===== src/rtl/kpn_pkg.sv =====
// Shared constants and helpers for KPN process blocks.
package kpn_pkg;

  localparam int unsigned KPN_WIDTH     = 16;
  localparam int unsigned KPN_DEPTH     = 8;
  localparam int unsigned KPN_N_READERS = 2;

  // Pointer carries one extra wrap bit so full and empty are distinguishable.
  function automatic int unsigned ptr_width(input int unsigned depth);
    return $clog2(depth) + 1;
  endfunction

endpackage


===== src/rtl/kpn_fifo_reader_port.sv =====
// One consumer channel of the broadcast FIFO: read pointer, occupancy and underflow.
module kpn_fifo_reader_port
  import kpn_pkg::*;
#(
  parameter int unsigned DEPTH = KPN_DEPTH,
  localparam int unsigned PW   = ptr_width(DEPTH)
) (
  input  logic          clk,
  input  logic          reset,
  input  logic [PW-1:0] wptr,
  input  logic          rd,
  output logic [PW-1:0] rptr,
  output logic [PW-1:0] count,
  output logic          empty,
  output logic          underflow
);

  // Modulo-2*DEPTH difference falls out of the PW-bit subtraction.
  assign count = wptr - rptr;
  assign empty = (count == '0);

  always_ff @(posedge clk or posedge reset) begin
    if (reset) begin
      rptr      <= '0;
      underflow <= 1'b0;
    end else if (rd) begin
      if (empty) underflow <= 1'b1;
      else       rptr      <= rptr + 1'b1;
    end
  end

endmodule


===== src/rtl/kpn_broadcast_fifo.sv =====
// Single-producer, multi-consumer broadcast FIFO with shared storage and per-reader pointers.
module kpn_broadcast_fifo
  import kpn_pkg::*;
#(
  parameter int unsigned WIDTH     = KPN_WIDTH,
  parameter int unsigned DEPTH     = KPN_DEPTH,
  parameter int unsigned N_READERS = KPN_N_READERS
) (
  input  logic                       clk,
  input  logic                       reset,
  input  logic                       wr,
  input  logic [WIDTH-1:0]           entry_1,
  output logic                       full,
  input  logic [N_READERS-1:0]       rd,
  output logic [N_READERS*WIDTH-1:0] output_1,
  output logic [N_READERS-1:0]       empty,
  output logic                       overflow,
  output logic [N_READERS-1:0]       underflow
);

  localparam int unsigned PW = ptr_width(DEPTH);
  localparam int unsigned AW = PW - 1;

  logic [WIDTH-1:0] mem [DEPTH];
  logic [PW-1:0]    wptr;
  logic [PW-1:0]    rptr  [N_READERS];
  logic [PW-1:0]    count [N_READERS];
  logic             wr_en;

  for (genvar k = 0; k < N_READERS; k++) begin : g_port
    kpn_fifo_reader_port #(.DEPTH(DEPTH)) u_port (
      .clk       (clk),
      .reset     (reset),
      .wptr      (wptr),
      .rd        (rd[k]),
      .rptr      (rptr[k]),
      .count     (count[k]),
      .empty     (empty[k]),
      .underflow (underflow[k])
    );
  end

  // Full tracks the slowest reader; a same-cycle pop never frees room for this write.
  always_comb begin
    full = 1'b0;
    for (int unsigned k = 0; k < N_READERS; k++) begin
      if (count[k] == PW'(DEPTH)) full = 1'b1;
    end
  end

  assign wr_en = wr & ~full;

  always_ff @(posedge clk or posedge reset) begin
    if (reset) begin
      wptr     <= '0;
      overflow <= 1'b0;
    end else if (wr) begin
      if (full) overflow <= 1'b1;
      else      wptr     <= wptr + 1'b1;
    end
  end

  // No reset on storage so it can map onto RAM primitives.
  always_ff @(posedge clk) begin
    if (wr_en) mem[wptr[AW-1:0]] <= entry_1;
  end

  always_comb begin
    output_1 = '0;
    for (int unsigned k = 0; k < N_READERS; k++) begin
      if (!empty[k]) output_1[k*WIDTH +: WIDTH] = mem[rptr[k][AW-1:0]];
    end
  end

endmodule


===== config.mk =====
export PLATFORM = sky130hd
export DESIGN_NAME = kpn_broadcast_fifo
export DESIGN_NICKNAME = d
export VERILOG_FILES = /design/src/rtl/kpn_pkg.sv /design/src/rtl/kpn_fifo_reader_port.sv /design/src/rtl/kpn_broadcast_fifo.sv
export SDC_FILE = /design/constraint.sdc
export NUM_CORES = 1
export LEC_CHECK = 0
export ABC_AREA = 1
export BUFFER_PORTS_ARGS = -buffer_cell sky130_fd_sc_hd__buf_2
export CAP_MARGIN = 30
export CORE_ASPECT_RATIO = 2
export CORE_MARGIN = 2
export CORE_UTILIZATION = 25
export CTS_CLUSTER_SIZE = 16
export DETAILED_ROUTE_END_ITERATION = 8
export PLACE_DENSITY_LB_ADDON = 0.1
export SLEW_MARGIN = 25
export SYNTH_ARGS = -nofsm -noshare
export SYNTH_HDL_FRONTEND = slang
export SYNTH_SLANG_ARGS = --single-unit

===== constraint.sdc =====
create_clock -name clk -period 3.8 [get_ports clk]
set_input_delay 0.38 -clock clk [delete_from_list [all_inputs] [get_ports clk]]
set_output_delay 0.38 -clock clk [all_outputs]
set_load 0.01 [all_outputs]

==> summary.txt <==
Outcome
  – Status: complete, no violations

Timing
  – Final setup fails: 0
  – Final period utilization: 0.787
  – Max transition margin: 0.470
  – Clock Skews: 0.00795 ns
  – RSZ-0062 raised after global routing: false
  – Max Fclk: 0.334 GHz
  – Clock period minus worst slack: 2.99 ns
  – Worst Tran Pin Value: 0.795 ns
  – Worst hold margin: 0.0414 ns
  – Slew Viols, Final: 0
  – Final hold vios: 0
  – Setup tns final: 0 ns

Clock network
  – Root Driver: clkbuf_16
  – Setup repair bufs after CTS: 0
  – Hold-fix buffers, CTS: 0
  – Clock slew at reported path FFs: 0.06 ns
  – Clock buffer depth: 2
  – Worst-Skew Late Latency: 0.42 ns
  – Post-CTS Resized: 0
  – CTS H-tree lvls: 4
  – CTS tree: yes
  – CTS Buf Count: 17
  – Clk sinks: 143

Yosys
  – Mapped Area: 0.00760 mm2
  – Mapped Cells: 854
  – Count of unique library cells instantiated by Yosys: 30
  – Async S/R FF share, synth: 0.105
  – Seq/Total Area, Yosys: 0.555
  – Synth warn: 0
  – EDFF count, synth: 128
  – Primary FF master, synth: edfxtp_1
  – Avg Inst Size Synth: 8.90 um2
  – #FFs+latches synth: 143
  – Syn_nets: 884

Floorplan
  – Initial Util: 0.253
  – Core ar.: 0.0301 mm2
  – Die Width: 127 um
  – Die height: 251 um
  – Num ports: 59
  – Die footprint: 0.0319 mm2
  – Row Count: 90

Global route
  – Initial antenna violation count: 0
  – Total GRT Usage: 0.160
  – Largest net degree at the start of global routing: 70
  – First-pass GRT wire length: 37200 um
  – Gr ovfl total: 0
  – Vias in the first global route: 6099

Min path
  – Hold crit path type: in2async

Final layout
  – Layout area overhead: 14.8%
  – # diodes: 0
  – FILL cells: 3217
  – Ratio of cells with drive above 1 in the final layout: 0.155
  – Final #Nets: 926

Critical path
  – Critical path type: reg2out
  – Top fanout value on the critical path: 17
  – Crit path launch type: flip-flop
  – Worst setup EP type: primary output
  – Critical path data arrival time: 2.61 ns
  – Required time worst endpoint: 3.42 ns

Route
  – Vias: 5930
  – M1 WL: 9490 um
  – DR WL met3: 591 um
  – # DRC: 0
  – DR vias/cell: 4.64
  – Highest metal used: met4
  – Routed wire length: 24900 um
  – ANT nets after route: 0
  – Routed wire per std cell: 19.5 um
  – DR iter-0 viols: 345
  – Met2 routed WL: 14300 um
  – First-pass DRT Iterations: 4

Pwr
  – Static Leak: 0.00357 uW
  – Peak VDD IR: 0.376 mV
  – Pwr/cell area: 926 mW/mm2

Flow run
  – Max Cap Viol: 0

Placement
  – Post-DP HPWL: 15400 um
  – Placer Congestion: 0.725
  – Port Buffers: 58
## logic make-up after synthesis
family	after synthesis	share of synthesized area
XOR/XNOR	6	0.00691
flip-flops	143	0.555
adder cells (fa/ha/maj)	9	0.0148
AO/OA/AOI/OAI	259	0.171
buffers and inverters	146	0.0885
AND/OR/NAND/NOR	291	0.164
## where the power goes
group	total, uW	switching, uW	leakage (uW)	internal (uW)
logic	4360	3020	0.00197	1340
clock network	1540	640	0.000260	900
registers	2180	140	0.00134	2040
## state kept, by name, summed over array words and instances (netlist names)
name	count
g_port.u_port.rptr	8
mem	128
overflow	1
wptr	4
g_port.u_port.underflow	2
## cell usage after synthesis, types with 4 or more instances
library cell | number | area (um2)
a21oi_1 | 126 | 631
buf_2 | 19 | 95.1
buf_4 | 14 | 105
buf_6 | 4 | 45.0
clkbuf_1 | 18 | 67.6
dfrtp_1 | 15 | 375
edfxtp_1 | 128 | 3840
ha_1 | 9 | 113
inv_1 | 82 | 308
inv_2 | 5 | 18.8
nand2_1 | 146 | 548
nand2_2 | 6 | 37.5
nand3_1 | 16 | 80.1
nand3_2 | 4 | 40.0
nand4_1 | 4 | 25.0
nor2_1 | 97 | 364
nor2_2 | 10 | 62.6
o21ai_0 | 112 | 561
o21ai_1 | 20 | 100
xor2_1 | 5 | 43.8
## per-layer routing
| layer | vias to the layer above | global-route usage |
|---|---|---|
| li1 | 2951 | - |
| met2 | 96 | 0.314 |
| met3 | 20 | 0.0265 |
| met4 | 0 | 0.0465 |
| met5 | - | 0 |
| met1 | 2863 | 0.170 |
## critical path: stages (launching register included)
cell	delay (ns)
dfrtp_1	0.45
inv_1	0.17
ha_1	0.23
inv_1	0.05
nand2_1	0.08
nand3_1	0.08
nand2_1	0.08
nor2_4	0.13
nand3_2	0.16
inv_2	0.46
nor2_1	0.11
buf_2	0.16
## cell type report
type                            instances  area [um2]  area share
Multi-Input combinational cell        565        2710       0.311
Timing Repair Buffer                   79         460      0.0528
Tap cell                              368         460      0.0528
Clock buffer                           26         499      0.0572
Inverter                               90         340      0.0390
Sequential cell                       143        4220       0.484
Clock inverter                          6        35.0     0.00401
## stage by stage
stage | area [um2] | cells | utilization | worst slack (ns) | power, uW
3_5_place_dp | 8190 | 1245 | 0.272 | 1.19 | 6680
4_1_cts | 8730 | 1277 | 0.290 | 0.732 | 8260
5_1_grt | 8730 | 1277 | 0.290 | 0.598 | 8750
2_1_floorplan | 7600 | 854 | - | 1.20 | 5160
6_report | 8730 | 1277 | 0.290 | 0.809 | 8080
3_3_place_gp | 8190 | 1245 | 0.272 | 1.22 | 6690
## final timing paths
| path | start | slack, ns | cells after the start | end |
|---|---|---|---|---|
| min reg2reg | overflow | 0.45 | 1 | overflow |
| min | reset | 0.04 | 2 | g_port[0].u_port.underflow |
| max | wptr[0] | 0.81 | 11 | output_1[22] |
| max in group asynchronous | reset | 3.28 | 2 | g_port[1].u_port.rptr[0] |
| max reg2reg | g_port[0].u_port.rptr[2] | 1.25 | 10 | mem[6][15] |
| min in group clk | rd[1] | 0.25 | 3 | g_port[1].u_port.underflow |
## placed cells by master, fill, tap and decap left out, drive strengths merged, types with 2 or more instances in the layout
cell type  synthesis  final
nor2             109    109
nand3             21     21
nand4              4      4
or2                2      2
clkinv             2      6
clkbuf            18     26
edfxtp           128    128
inv               88     88
nand2            155    155
xor2               5      5
buf               38     79
clkinvlp           0      2
o21ai            132    132
ha                 9      9
dfrtp             15     15
a21oi            126    126
Note: power is estimated with default switching activity, not from simulation.
